File: config.mk
export PLATFORM = sky130hd
export DESIGN_NAME = fifo_flex
export DESIGN_NICKNAME = d
export VERILOG_FILES = /design/src/rtl/fifo_pkg.sv /design/src/rtl/fifo_wrap_ptr.sv /design/src/rtl/fifo_flex.sv
export SDC_FILE = /design/constraint.sdc
export NUM_CORES = 1
export LEC_CHECK = 0
export BUFFER_PORTS_ARGS = -buffer_cell sky130_fd_sc_hd__buf_2
export CELL_PAD_IN_SITES_DETAIL_PLACEMENT = 0
export CELL_PAD_IN_SITES_GLOBAL_PLACEMENT = 2
export CORE_MARGIN = 2
export CORE_UTILIZATION = 42
export CTS_BUF_LIST = sky130_fd_sc_hd__clkbuf_4 sky130_fd_sc_hd__clkbuf_8 sky130_fd_sc_hd__clkbuf_16
export DETAILED_ROUTE_END_ITERATION = 8
export GPL_TIMING_DRIVEN = 0
export MAX_ROUTING_LAYER = met4
export PLACE_DENSITY = 0.85
export SKIP_LAST_GASP = 1
export SLEW_MARGIN = 20
export SYNTH_ARGS = -nofsm -noshare
export SYNTH_HDL_FRONTEND = slang
export SYNTH_HIERARCHICAL = 1
export SYNTH_SLANG_ARGS = --single-unit
File: constraint.sdc
create_clock -name i_clk -period 3 [get_ports i_clk]
set_clock_uncertainty 0.15 [all_clocks]
set_input_delay 0.3 -clock i_clk [delete_from_list [all_inputs] [get_ports i_clk]]
set_output_delay 0.3 -clock i_clk [all_outputs]
set_load 0.1 [all_outputs]
File: src/rtl/fifo_pkg.sv
// Shared constants and width helpers for the flexible-depth FIFO.
package fifo_pkg;
  localparam int FIFO_MODE_REG  = 0;
  localparam int FIFO_MODE_FWFT = 1;

  // Occupancy must represent 0..size inclusive.
  function automatic int cnt_w(input int size);
    return $clog2(size + 1);
  endfunction

  function automatic int ptr_w(input int size);
    return $clog2(size);
  endfunction
endpackage

File: src/rtl/fifo_wrap_ptr.sv
// Modulo-p_SIZE pointer; wraps explicitly so non-power-of-two depths work.
module fifo_wrap_ptr import fifo_pkg::*; #(
  parameter int p_SIZE = 8
)(
  input  logic                    i_clk,
  input  logic                    i_reset,
  input  logic                    i_inc,
  output logic [ptr_w(p_SIZE)-1:0] o_ptr
);
  localparam int W = ptr_w(p_SIZE);

  always_ff @(posedge i_clk) begin
    if (i_reset)      o_ptr <= '0;
    else if (i_inc)   o_ptr <= (o_ptr == W'(p_SIZE - 1)) ? '0 : o_ptr + W'(1);
  end
endmodule

File: src/rtl/fifo_flex.sv
// Single-clock FIFO: arbitrary depth, registered or FWFT read, count,
// threshold flags and sticky overflow/underflow.
module fifo_flex import fifo_pkg::*; #(
  parameter int p_WORD_LEN  = 8,
  parameter int p_FIFO_SIZE = 8,
  parameter int p_FWFT      = FIFO_MODE_REG,
  parameter int p_AF_LEVEL  = p_FIFO_SIZE - 1,
  parameter int p_AE_LEVEL  = 1
)(
  input  logic                          i_clk,
  input  logic                          i_reset,
  input  logic                          i_clear_err,
  input  logic [p_WORD_LEN-1:0]         enq_data,
  input  logic                          enq_en,
  output logic                          enq_rdy,
  output logic [p_WORD_LEN-1:0]         deq_data,
  input  logic                          deq_en,
  output logic                          deq_rdy,
  output logic                          o_full,
  output logic                          o_empty,
  output logic [cnt_w(p_FIFO_SIZE)-1:0] o_count,
  output logic                          o_almost_full,
  output logic                          o_almost_empty,
  output logic                          o_overflow,
  output logic                          o_underflow
);
  localparam int CW = cnt_w(p_FIFO_SIZE);
  localparam int PW = ptr_w(p_FIFO_SIZE);

  logic [p_WORD_LEN-1:0] mem [p_FIFO_SIZE];
  logic [PW-1:0]         wr_ptr, rd_ptr;
  logic [CW-1:0]         count;
  logic                  do_enq, do_deq;

  // Readies come from the registered count only; reset masks both handshakes.
  assign o_full         = (count == CW'(p_FIFO_SIZE));
  assign o_empty        = (count == '0);
  assign enq_rdy        = !o_full;
  assign deq_rdy        = !o_empty;
  assign o_count        = count;
  assign o_almost_full  = (count >= CW'(p_AF_LEVEL));
  assign o_almost_empty = (count <= CW'(p_AE_LEVEL));
  assign do_enq         = enq_en && enq_rdy && !i_reset;
  assign do_deq         = deq_en && deq_rdy && !i_reset;

  fifo_wrap_ptr #(.p_SIZE(p_FIFO_SIZE)) u_wr_ptr (
    .i_clk(i_clk), .i_reset(i_reset), .i_inc(do_enq), .o_ptr(wr_ptr)
  );
  fifo_wrap_ptr #(.p_SIZE(p_FIFO_SIZE)) u_rd_ptr (
    .i_clk(i_clk), .i_reset(i_reset), .i_inc(do_deq), .o_ptr(rd_ptr)
  );

  always_ff @(posedge i_clk) begin
    if (do_enq) mem[wr_ptr] <= enq_data;
  end

  always_ff @(posedge i_clk) begin
    if (i_reset)                 count <= '0;
    else if (do_enq && !do_deq)  count <= count + CW'(1);
    else if (do_deq && !do_enq)  count <= count - CW'(1);
  end

  // New error beats a coincident clear.
  always_ff @(posedge i_clk) begin
    if (i_reset) begin
      o_overflow  <= 1'b0;
      o_underflow <= 1'b0;
    end else begin
      o_overflow  <= (enq_en && o_full)  || (o_overflow  && !i_clear_err);
      o_underflow <= (deq_en && o_empty) || (o_underflow && !i_clear_err);
    end
  end

  generate
    if (p_FWFT == FIFO_MODE_FWFT) begin : g_fwft
      // Head word shown directly; zero while empty so reset reads back 0.
      assign deq_data = deq_rdy ? mem[rd_ptr] : '0;
    end else begin : g_reg
      logic [p_WORD_LEN-1:0] rd_q;
      always_ff @(posedge i_clk) begin
        if (i_reset)     rd_q <= '0;
        else if (do_deq) rd_q <= mem[rd_ptr];
      end
      assign deq_data = rd_q;
    end
  endgenerate
endmodule

* After elaboration in Yosys (flattened, before gate mapping)
Memory sizes are Yosys's and may differ from the RTL's. A register that Yosys moved wholly into a read port is not among the register bits. Index checks and enable logic that the tools add are counted.
Cells by class: add/sub/neg operators 4, $lt $le $gt $ge 2, equal/unequal tests 3, muxes and demuxes 6, reduce and logical (&&, ||, !) cells 20
Operator list (count):
- $logic_and A1 B1 Y1 | 10
- $mux W4 | 2
- $add A3 B1 Y3 const B | 2
- $eq A3 B3 Y1 const B | 2
- $logic_not A1 Y1 | 6
- $mux W3 | 2
- $add A4 B1 Y4 const B | 1
- $eq A4 B4 Y1 const B | 1
- $ge A4 B3 Y1 const B | 1
- $le A4 B1 Y1 const B | 1
- $logic_not A4 Y1 | 1
- $sub A4 B1 Y4 const B | 1
- $logic_or A1 B1 Y1 | 2
- $mux W1 | 2
- $reduce_bool A2 Y1 | 1
Word-level totals: register bits 12, bits in writable memories 64, input port bits 13, output and inout port bits 20, logic and storage cells 41, memories kept 1
Memory list:
- mem | depth 8, bits a word 8, read ports 1, clocked after memory_dff 1, write ports 1, line fifo_flex.sv:30 | logic [p_WORD_LEN-1:0] mem [p_FIFO_SIZE];

* Logic depth before layout (Yosys ltp)
depth after elaboration 8, gate-level depth with buffers 12

* Modules after synthesis
The synthesis kept the hierarchy.
Modules (own cells, without submodules):
- fifo_flex | instances 1, cells an instance 198, area each 3123.0 um^2, seq. area each 2202.1 um^2
- fifo_wrap_ptr | instances 2, cells an instance 13, area each 141.4 um^2, seq. area each 60.1 um^2

* Worst setup path before layout
OpenSTA, ideal clock, no wires.
kind flip-flop to flip-flop, from reg count[1] (netlist: o_count[1]), to reg count[2] (netlist: o_count[2]), arrival 4.482 ns, setup slack -1.702 ns, cell stages (with the launch flop) 11, period minus slack after synthesis 4.702 ns, cells stage by stage dfxtp_1 -> inv_1 -> ha_1 -> nor3b_2 -> inv_1 -> nand2_1 -> nor2_2 -> inv_1 -> ha_1 -> or3_1 -> a21oi_1
On the way: word-level cells in the longest chain between the ends 7
Ends and longest elaborated chain:
- from (decl) | line fifo_flex.sv:32 | logic [CW-1:0] count;
- from (signal assigned) | line fifo_flex.sv:59 | else if (do_enq && !do_deq) count <= count + CW'(1);
- from (signal assigned) | line fifo_flex.sv:60 | else if (do_deq && !do_enq) count <= count - CW'(1);
- $logic_not A4 Y1 (*) | line fifo_flex.sv:37 | assign o_empty = (count == '0);
- named net o_empty | line fifo_flex.sv:20 | output logic o_empty,
- $logic_not A1 Y1 (*) | line fifo_flex.sv:39 | assign deq_rdy = !o_empty;
- named net deq_rdy | line fifo_flex.sv:18 | output logic deq_rdy,
- $logic_and A1 B1 Y1 (*) (2 in series) | line fifo_flex.sv:44 | assign do_deq = deq_en && deq_rdy && !i_reset;
- named net do_deq | line fifo_flex.sv:33 | logic do_enq, do_deq;
- $logic_not A1 Y1 | line fifo_flex.sv:59
- $logic_and A1 B1 Y1 | line fifo_flex.sv:59
- $mux W4 / $reduce_bool A2 Y1 (equally long branches)
The timed path passes the listed nets; every way through them passes the cells marked *. The select of a mux whose other input is x is not followed. A chain may end at the register's enable or synchronous reset.

* Worst setup path in the final report
from reg count[0] (netlist: o_count[0]), to mem mem[2][6], enable pin
On the way: word-level cells in the longest chain between the ends 6
Ends and longest elaborated chain:
- $eq A4 B4 Y1 | line fifo_flex.sv:36 | assign o_full = (count == CW'(p_FIFO_SIZE));
- $logic_not A1 Y1 | line fifo_flex.sv:38 | assign enq_rdy = !o_full;
- $logic_and A1 B1 Y1 (2 in series) | line fifo_flex.sv:43 | assign do_enq = enq_en && enq_rdy && !i_reset;
- named net do_enq | line fifo_flex.sv:33
- $mux W1 | line fifo_flex.sv:54 | if (do_enq) mem[wr_ptr] <= enq_data;
- $mux W1 (implied by the code) | line fifo_flex.sv:54
- to (decl) | line fifo_flex.sv:30
The timed path passes the listed nets, and every way through them passes these cells.

==> summary.md <==
| Metric | Value |
|---|---|
| Outcome | `finished, final reports clean` |
| Postcts setup bufs | `0` |
| Post_cts resized | `0` |
| Clk slew on worst S/H paths | `0.08 ns` |
| WL met3 | `roughly 270 um` |
| Crit start category | `flip-flop` |
| R2R depth | `6` |
| Register-to-register path setup slack | `~0.35 ns` |
| IO Port Bufs | `32` |
| Clock Latency Late Sink | `~0.35 ns` |
| Tcrit/Tclk final | `0.885` |
| Initial antenna violation count | `0` |
| HP Start | `enq_en` |
| Yosys Warn Count | `6` |
| CTS HTree Levels | `3` |
| DR top layer | `met4` |
| Initial core utilization | `0.436` |
| Final net count | `288` |
| Comb power frac | `0.423` |
| Max-slew violation count | `0` |
| Vias per std cell | `5.22` |
| Detailed Route WL | `approximately 6300 um` |
| Max rail drop VDD | `1.06 mV` |
| Sequential share of power | `0.369` |
| Global Route Usage Sum | `0.161` |
| P_leak | `0.00136 uW` |
| Drt drc | `0` |
| Gr ovfl total | `0` |
| Post-DR wirelength/cell | `16.9 um` |
| Synthesized area per cell | `between 15 and 20 um2` |
| CP peak stage delay | `0.72 ns` |
| TritonCTS clock tree | `yes` |
| Slowest-stage cell, CP | `nor2_1` |
| Final Hold Fails | `0` |
| Vias | `roughly 2000` |
| Chip width | `roughly 94 um` |
| Post-synthesis sequential area ratio | `0.682` |
| Vias in the first global route | `1874` |
| Gpl congestion | `0.724` |
| Largest net degree at the start of global routing | `16` |
| Hold Crit Class | `in -> reg` |
| Inserted Clock Buffers | `9` |
| Initial drt markers | `141` |
| Die area | `8850 um2` |
| PD cells | `979 nW/um2` |
| Worst Hold End | `o_overflow$_SDFF_PP0_` |
| Core region area | `7810 um2` |
| ANT cells | `0` |
| Crit path buffers/inverters | `1` |
| Fill cell count | `between 600 and 700` |
| Met1 wire length | `2710 um` |
| Clock Power Share | `0.208` |
| Number of distinct library cells after synthesis | `32` |
| Crit-path max FO | `8` |
| Crit. End Element | `flip-flop` |
| Most frequent cells in the layout | `64 x edfxtp_1, 35 x mux2i_1, 34 x buf_2` |
| Cell Rows | `32` |
| WHS | `0.0439 ns` |
| Critical path class | `reg -> reg` |
| First-pass GRT wire length | `9810 um` |
| Fin util | `0.508` |
| Clock Path Buffers | `2` |
| Max-cap violations | `0` |
| Internal power | `roughly 2100 uW` |
| R2R Path End | `mem[2][6]$_DFFE_PP_` |
| Psw | `1750 uW` |
| Reg2reg start | `o_count[0]$_SDFFE_PP0P_` |
| Hold buffer count at CTS | `0` |
| CP top delay family | `simple AND/OR/NAND/NOR gates` |
| # IOs | `33` |
| Max-slew headroom | `0.392` |
| CTS sink count | `84` |
| HPWL after detailed placement | `4050 um` |
| #FFs+latches synth | `84` |
| TNS Setup | `0 ns` |
| Fin area | `3960 um2` |
| Syn-to-layout area delta | `16.3%` |
| CP Cell Sequence | `inv_2 -> ha_4 -> and3b_1 -> nor3b_4 -> nand2b_1 -> nor2_1` |
| Minimum clock period | `2.65 ns` |
| Remaining antenna violation count after routing | `0` |
| Worst slew pin tran | `0.908 ns` |
| Post-Synthesis Net Count | `245` |
| FMAX | `377 MHz` |
| RSZ-0062 raised after global routing | `no` |
| Synth Instances | `224` |
| Crit path arrival time | `2.48 ns` |
| Layout cells sized above 1 | `0.268` |
| Hold depth | `3` |
| Synthesized area | `3410 um2` |
| Die H | `approximately 94 um` |
| CTS root buf | `clkbuf_8` |
| Drt pass-1 iters | `4` |
| Met2 wire len | `3260 um` |
| Most common cell after layout, fill and taps aside | `edfxtp_1` |
| Sw Share | `0.452` |
| # setup viols final | `0` |
| Placed cell areas | `about 3800 um2` |
| Worst path required time | `2.83 ns` |
-- synthesized netlist by cell type --
| library cell | count | area share |
|---|---|---|
| a32o_1 | 8 | 0.024 |
| xnor2_1 | 1 | 0.0026 |
| a21oi_1 | 6 | 0.0088 |
| nand4_1 | 1 | 0.0018 |
| edfxtp_1 | 64 | 0.56 |
| nor2_2 | 1 | 0.0018 |
| a22oi_1 | 16 | 0.035 |
| a21o_1 | 1 | 0.0022 |
| nor3b_4 | 1 | 0.0055 |
| xor2_1 | 2 | 0.0051 |
| or4_1 | 1 | 0.0022 |
| buf_2 | 2 | 0.0029 |
| inv_1 | 5 | 0.0055 |
| dfxtp_1 | 20 | 0.12 |
| clkbuf_8 | 1 | 0.0040 |
| a21oi_2 | 4 | 0.010 |
| nand2_1 | 3 | 0.0033 |
| and2_0 | 1 | 0.0018 |
| and3b_1 | 1 | 0.0026 |
| nor3_1 | 3 | 0.0044 |
| o21ai_0 | 1 | 0.0015 |
| buf_4 | 2 | 0.0044 |
| or3b_1 | 2 | 0.0051 |
| nand2b_1 | 7 | 0.013 |
| nor2b_1 | 4 | 0.0073 |
| ha_1 | 8 | 0.029 |
| or3_1 | 1 | 0.0018 |
| nor2_1 | 16 | 0.018 |
| nor3b_2 | 1 | 0.0037 |
| mux2i_1 | 35 | 0.10 |
| buf_1 | 3 | 0.0033 |
| nand3b_1 | 2 | 0.0044 |
-- power groups by stage --
stage	clock network, uW	logic [uW]	registers (uW)
final	806	1640	1430
after global routing	872	1720	1450
after CTS	826	1650	1430
after floorplan	0	925	1910
after detailed placement	0	1650	1460
after global placement	0	1640	1460
-- kinds of logic after synthesis --
group / Yosys count / share of synthesized area
AO/OA/AOI/OAI: 36 / 0.0816
XOR/XNOR: 3 / 0.00772
adder cells (fa/ha/maj): 8 / 0.0294
buffers and inverters: 13 / 0.0202
flip-flops: 84 / 0.682
multiplexers: 35 / 0.103
AND/OR/NAND/NOR: 45 / 0.0764
-- area by class of cell --
class,count,area (um2),area share
sequential,84,2330,0.589
timing repair buffer,32,160,0.0404
clock inverter,6,72.6,0.0183
multi-input combinational,127,1060,0.268
buffer,8,50.0,0.0126
tap,102,128,0.0322
inverter,5,25.0,0.00632
clock buffer,10,131,0.0332
-- worst max-delay path by stage --
stage | startpoint | endpoint | slack (ns) | cells after the start
after floorplan | o_count[1]$_SDFFE_PP0P_ | o_count[2]$_SDFFE_PP0P_ | -0.79 | 10
after global placement | o_count[0]$_SDFFE_PP0P_ | mem[4][1]$_DFFE_PP_ | 0.38 | 6
after detailed placement | o_count[0]$_SDFFE_PP0P_ | mem[6][1]$_DFFE_PP_ | 0.35 | 6
after CTS | o_count[0]$_SDFFE_PP0P_ | mem[6][5]$_DFFE_PP_ | 0.32 | 6
after global routing | o_count[0]$_SDFFE_PP0P_ | mem[2][6]$_DFFE_PP_ | 0.18 | 6
final | o_count[0]$_SDFFE_PP0P_ | mem[2][6]$_DFFE_PP_ | 0.35 | 6
-- registers in the layout (all words and copies together), names as in the netlist --
signal / flops
u_rd_ptr/o_ptr: 3
o_underflow: 1
mem: 64
u_wr_ptr/o_ptr: 3
o_count: 4
deq_data: 8
o_overflow: 1
-- layer usage --
layer / up-vias / track usage
li1: 948 / -
met1: 957 / 0.191
met2: 38 / 0.263
met3: 10 / 0.0369
met4: 0 / 0.0725
met5: - / -
-- through the flow --
stage	std cells	setup WS [ns]	power, uW
after CTS	374	0.325	3910
after detailed placement	358	0.350	3110
after global routing	374	0.182	4040
final	374	0.345	3880
after floorplan	224	-0.793	2840
after global placement	358	0.376	3100
-- worst reg2reg max path: stages (launching register included) --
cell and delay (ns):
dfxtp_4 0.40, inv_2 0.05, ha_4 0.16, and3b_1 0.22, nor3b_4 0.39, nand2b_1 0.19
nor2_1 0.72
Power figures use the tool's default switching activity.
